===== src/rtl/riscv_pipe_pkg.sv =====
// Shared pipeline types for the ID-stage forwarding logic: register address
// width, the in-flight writer slot record and the register-file select code.
package riscv_pipe_pkg;

  localparam int REG_ADDR_W = 5;
  localparam int FWD_RF     = 0;

  typedef struct packed {
    logic                  valid;
    logic [REG_ADDR_W-1:0] rd;
    logic                  is_load;
  } slot_t;

endpackage


===== src/rtl/branch_fwd_src_sel.sv =====
// Per-source forwarding select: the youngest matching in-flight writer wins,
// and if its data is not yet available the source requests a stall instead.
module branch_fwd_src_sel
  import riscv_pipe_pkg::*;
#(
  parameter int DEPTH      = 3,
  parameter int READY_ALU  = 1,
  parameter int READY_LOAD = 2,
  parameter int SEL_W      = 2
) (
  input  slot_t [DEPTH-1:0]       slots,
  input  logic                    req,
  input  logic [REG_ADDR_W-1:0]   addr,
  output logic [SEL_W-1:0]        sel,
  output logic                    stall
);

  logic found;

  always_comb begin
    sel   = SEL_W'(FWD_RF);
    stall = 1'b0;
    found = 1'b0;
    // x0 is hardwired, so it can never depend on an in-flight writer
    if (req && (addr != '0)) begin
      for (int s = 0; s < DEPTH; s++) begin
        if (!found && slots[s].valid && (slots[s].rd == addr)) begin
          found = 1'b1;
          if (s >= (slots[s].is_load ? READY_LOAD : READY_ALU)) begin
            sel = SEL_W'(s + 1);
          end else begin
            stall = 1'b1;
          end
        end
      end
    end
  end

endmodule


===== src/rtl/branch_fwd_scoreboard.sv =====
// Scoreboard of in-flight register writers shifted with the pipeline, driving
// branch/JALR operand forwarding selects, load-use stalls and a stall counter.
module branch_fwd_scoreboard
  import riscv_pipe_pkg::*;
#(
  parameter int NUM_SRC    = 2,
  parameter int DEPTH      = 3,
  parameter int REG_ADDR_W = riscv_pipe_pkg::REG_ADDR_W,
  parameter int READY_ALU  = 1,
  parameter int READY_LOAD = 2,
  parameter int CNT_W      = 16,
  localparam int SEL_W     = $clog2(DEPTH + 1)
) (
  input  logic                          clk,
  input  logic                          rst,
  input  logic                          advance,
  input  logic                          flush,
  input  logic                          issue_valid,
  input  logic [REG_ADDR_W-1:0]         issue_rd,
  input  logic                          issue_we,
  input  logic                          issue_is_load,
  input  logic                          src_req,
  input  logic [NUM_SRC-1:0]            src_valid,
  input  logic [NUM_SRC*REG_ADDR_W-1:0] src_addr,
  output logic [NUM_SRC*SEL_W-1:0]      fwd_sel,
  output logic                          hazard_stall,
  output logic [CNT_W-1:0]              stall_cnt
);

  slot_t [DEPTH-1:0] slots_q, slots_d;
  slot_t             issue_slot;
  logic [NUM_SRC-1:0] src_stall;
  logic [CNT_W-1:0]  cnt_q, cnt_d;

  for (genvar i = 0; i < NUM_SRC; i++) begin : g_src
    branch_fwd_src_sel #(
      .DEPTH      (DEPTH),
      .READY_ALU  (READY_ALU),
      .READY_LOAD (READY_LOAD),
      .SEL_W      (SEL_W)
    ) u_sel (
      .slots (slots_q),
      .req   (src_req & src_valid[i]),
      .addr  (src_addr[i*REG_ADDR_W +: REG_ADDR_W]),
      .sel   (fwd_sel[i*SEL_W +: SEL_W]),
      .stall (src_stall[i])
    );
  end

  assign hazard_stall = |src_stall;
  assign stall_cnt    = cnt_q;

  always_comb begin
    // a stalled ID stage sends a bubble into EX whatever it is holding
    issue_slot         = '0;
    issue_slot.valid   = issue_valid & issue_we & (issue_rd != '0) & ~hazard_stall;
    issue_slot.rd      = issue_rd;
    issue_slot.is_load = issue_is_load;

    slots_d = slots_q;
    if (flush) begin
      slots_d = '0;
    end else if (advance) begin
      for (int i = DEPTH - 1; i > 0; i--) begin
        slots_d[i] = slots_q[i-1];
      end
      slots_d[0] = issue_slot;
    end
  end

  always_comb begin
    cnt_d = cnt_q;
    if (hazard_stall && (cnt_q != '1)) begin
      cnt_d = cnt_q + CNT_W'(1);
    end
  end

  always_ff @(posedge clk or posedge rst) begin
    if (rst) begin
      slots_q <= '0;
      cnt_q   <= '0;
    end else begin
      slots_q <= slots_d;
      cnt_q   <= cnt_d;
    end
  end

endmodule


===== config.mk =====
export PLATFORM = sky130hd
export DESIGN_NAME = branch_fwd_scoreboard
export DESIGN_NICKNAME = d
export VERILOG_FILES = /design/src/rtl/riscv_pipe_pkg.sv /design/src/rtl/branch_fwd_src_sel.sv /design/src/rtl/branch_fwd_scoreboard.sv
export SDC_FILE = /design/constraint.sdc
export NUM_CORES = 1
export LEC_CHECK = 0
export CAP_MARGIN = 5
export CORE_MARGIN = 3
export CORE_UTILIZATION = 54
export CTS_CLUSTER_DIAMETER = 150
export DETAILED_ROUTE_END_ITERATION = 8
export PLACE_DENSITY = 0.88
export REMOVE_ABC_BUFFERS = 1
export SKIP_CTS_REPAIR_TIMING = 1
export SYNTH_ARGS = -nofsm -noshare
export SYNTH_HDL_FRONTEND = slang
export SYNTH_SLANG_ARGS = --single-unit

===== constraint.sdc =====
create_clock -name clk -period 2.86 [get_ports clk]
set_input_delay 0.286 -clock clk [delete_from_list [all_inputs] [get_ports clk]]
set_output_delay 0.286 -clock clk [all_outputs]
set_load 0.01 [all_outputs]

==> impl.org <==
** Placement
- In this run the tool buffered the top-level ports with 45 buffer cells.
- Half-perimeter wire length of the detailed placement result :: 3560 um
- At the end of routability-driven placement, the weighted congestion stood at 0.942.

** Critical path
- Type of origin of the critical path :: input port
- Highest net fanout along the worst path :: 4
- Depth of the worst register-to-register path :: 7
- Worst Path Required :: 2570 ps
- STA puts the critical path data arrival time at 2430 ps.
- By startpoint and endpoint, the worst setup path is classified as in -> out.
- STA classifies the critical path endpoint as a primary output.

** STA
- For the pin with the worst max-slew slack, the measured transition is 442 ps.
- Count of endpoints failing hold in the final timing report :: 0
- Unrepaired setup endpoints after global routing :: no
- Achievable clock frequency :: 0.369 GHz
- Total negative setup slack :: 0 ps
- In the finished design, the share of the clock period the worst path needs comes to 0.948.
- Max-slew violation count :: 0
- Setup violations remaining at the end of the flow were counted as 0.
- The clock period could shrink to 2710 ps.
- Tightest hold margin :: 388 ps
- In this run the tightest slew margin relative to its limit is 0.705.
- Clock skew on the completed layout was measured at 4.08 ps.

** Routing
- The first routing iteration left 125 violations.
- Using the TritonRoute via totals, the vias-per-cell ratio works out to 5.64.
- Remaining number of nets flagged by the antenna check after routing :: 0
- The pre-antenna-repair detailed-routing pass consisted of 4 iterations.
- The final route contains 1675 vias.
- Dividing the detail-routed wire length by the instance count gives 15.9 um.
- Drc violations :: 0
- Routed WL :: 4730 um

** Die
- Die X :: 67.8 um
- Die Y :: 67.8 um
- 46 I/O pins were placed.
- Die Outline Area :: 4600 um2
- For this configuration, the core starts out at a cell density of 0.591.
- The floorplan has 21 rows.
- Core area :: 3490 um2

** Synthesis
- Register area share after synthesis :: 0.436
- The synthesized netlist contains 39 unique library cells.
- For this run, the number of Yosys warnings is 0.
- Post-Syn Area :: 2060 um2
- Share of synthesized flip-flops with an asynchronous set or reset :: 1.00
- In this run, synthesis produced a sequential element count of 36.
- After technology mapping, the gate count stands at 200.
- Among all flip-flop cells after synthesis, the most frequent one is dfrtp_1.
- A synthesized cell averages 10.3 um2.
- Count of flip-flops with a built-in enable after synthesis :: 0

** Power
- Power spread over the standard cell area amounts to 395 nW/um2.
- The worst-case IR drop observed on VDD is 0.325 mV.
- Of the total power, the share spent switching nets is 0.252.
- The share of total power dissipated in the clock network is 0.363.
- Internal power comes to 0.000788 W.
- The share of total power dissipated in combinational logic is 0.128.
- LEAKAGE :: 1.19 nW
- Of the total power, registers draw 0.510.
- In this run the power spent charging and discharging nets is 0.000266 W.

** Clock network
- Clock slew at reported path FFs :: 70 ps
- Maximum buffer depth of the clock tree :: 2
- Number of sinks driven by the clock tree :: 36
- TritonCTS built the clock tree.
- Clock network latency to the later pin of the worst-skew pair :: 290 ps
- The H-tree generated during clock tree synthesis spans 2 levels.
- Buffers inserted during clock tree synthesis total 5.
- CTS placed an instance of clkbuf_8 at the clock tree root.

** Final layout
- The net count of the finished layout is 276.
- Antenna diode instance count :: 0
- The library cell used most frequently in the layout, excluding fill and tap cells, is clkdlybuf4s50_1.
- Number of filler instances in the final layout :: 251
- Multi-input gate area :: 1110 um2
- Post-synthesis to final-layout area growth :: 29.2%
- Share of layout cells above drive strength 1 :: 0.0837
- Top library cells by usage in the layout, fill and taps aside :: 45 x clkdlybuf4s50_1, 36 x dfrtp_1, 25 x xnor2_1
- Summing all flip-flop and latch instances after layout gives 901 um2.

** Global routing
- All-Layer GR Usage :: 0.231
- Initial antenna violation count :: 0
- The first global-routing pass estimated 7890 um of wire.
- Global route overflow :: 0
- Via count of the first global-routing pass :: 1626
- Entering global routing, the biggest net connects 37 pins.

** Outcome
- The flow ran to the end, and the final reports show no timing, DRC or antenna violations.

** Job
- Max capacitance violation total :: 0

** Min path
- Type of the tightest min-delay check :: in -> async
logic make-up after synthesis:
kind of cell	after synthesis	share of synthesized area
AO/OA/AOI/OAI	14	0.0491
XOR/XNOR	44	0.187
adder cells (fa/ha/maj)	1	0.00606
buffers and inverters	10	0.0261
flip-flops	36	0.436
multiplexers	20	0.0976
AND/OR/NAND/NOR	75	0.198
area by class of cell:
type,count,area share
clock buffers,6,0.0310
clock inverters,2,0.00516
repair buffers,51,0.186
multi-input cells,154,0.416
inverters,2,0.00281
well taps,46,0.0216
flip-flops and latches,36,0.338
synthesized netlist by cell type, drive strengths merged, types with 7 or more instances:
cell	count	area, um2
xnor2	25	219
nand2	8	30.0
nor2	23	86.3
mux2i	19	190
nand4	9	56.3
and3	7	43.8
nand3	7	40.0
xor2	19	166
dfrtp	36	901
power groups by stage:
stage	logic (W)	clock network, W	registers [W]
4_1_cts	0.000136	0.000390	0.000537
5_1_grt	0.000147	0.000415	0.000538
6_report	0.000134	0.000382	0.000537
2_1_floorplan	0.0000616	0	0.000542
3_3_place_gp	0.000132	0	0.000546
3_5_place_dp	0.000134	0	0.000546
sequential cells by signal, summed over array words and instances (netlist names):
register and count:
slots_q 20, stall_cnt 16
routing by layer:
layer  global-route usage  wire, um  vias up
met5                    0         0        -
met4               0.0720        63        0
met3               0.0493       245        8
met2                0.371      2330       54
met1                0.313      2090      810
li1                     -         -      803
path summary, 6_finish.rpt:
check                                                from  slack, ps                        end
worst max-delay path                          src_addr[0]        150               hazard_stall
worst min-delay path                                  rst        390     slots_q[0]$_DFFE_PP0P_
worst max register to register     slots_q[5]$_DFFE_PP0P_        810   stall_cnt[1]$_DFFE_PP0P_
worst min register to register  stall_cnt[15]$_DFFE_PP0P_        490  stall_cnt[15]$_DFFE_PP0P_
max in group asynchronous                             rst       2160   stall_cnt[6]$_DFFE_PP0P_
min in group clk                stall_cnt[15]$_DFFE_PP0P_        490  stall_cnt[15]$_DFFE_PP0P_
worst max-delay path, stage by stage:
cell	delay [ps]
clkdlybuf4s50_1	510
xor2_1	180
nor4_1	290
and3_1	270
nor2_1	60
o22ai_1	240
clkdlybuf4s50_1	590
stage by stage:
stage	std cells	util	worst slack, ps	area, um2	total power, W
final	297	0.763	148	2670	0.00105
after global routing	297	0.763	38.7	2670	0.00110
after CTS	297	0.763	161	2670	0.00106
after detailed placement	289	0.736	158	2570	0.000681
after global placement	289	0.736	200	2570	0.000677
after floorplan	192	-	875	2020	0.000604
Note: power is estimated with default switching activity, not from simulation.
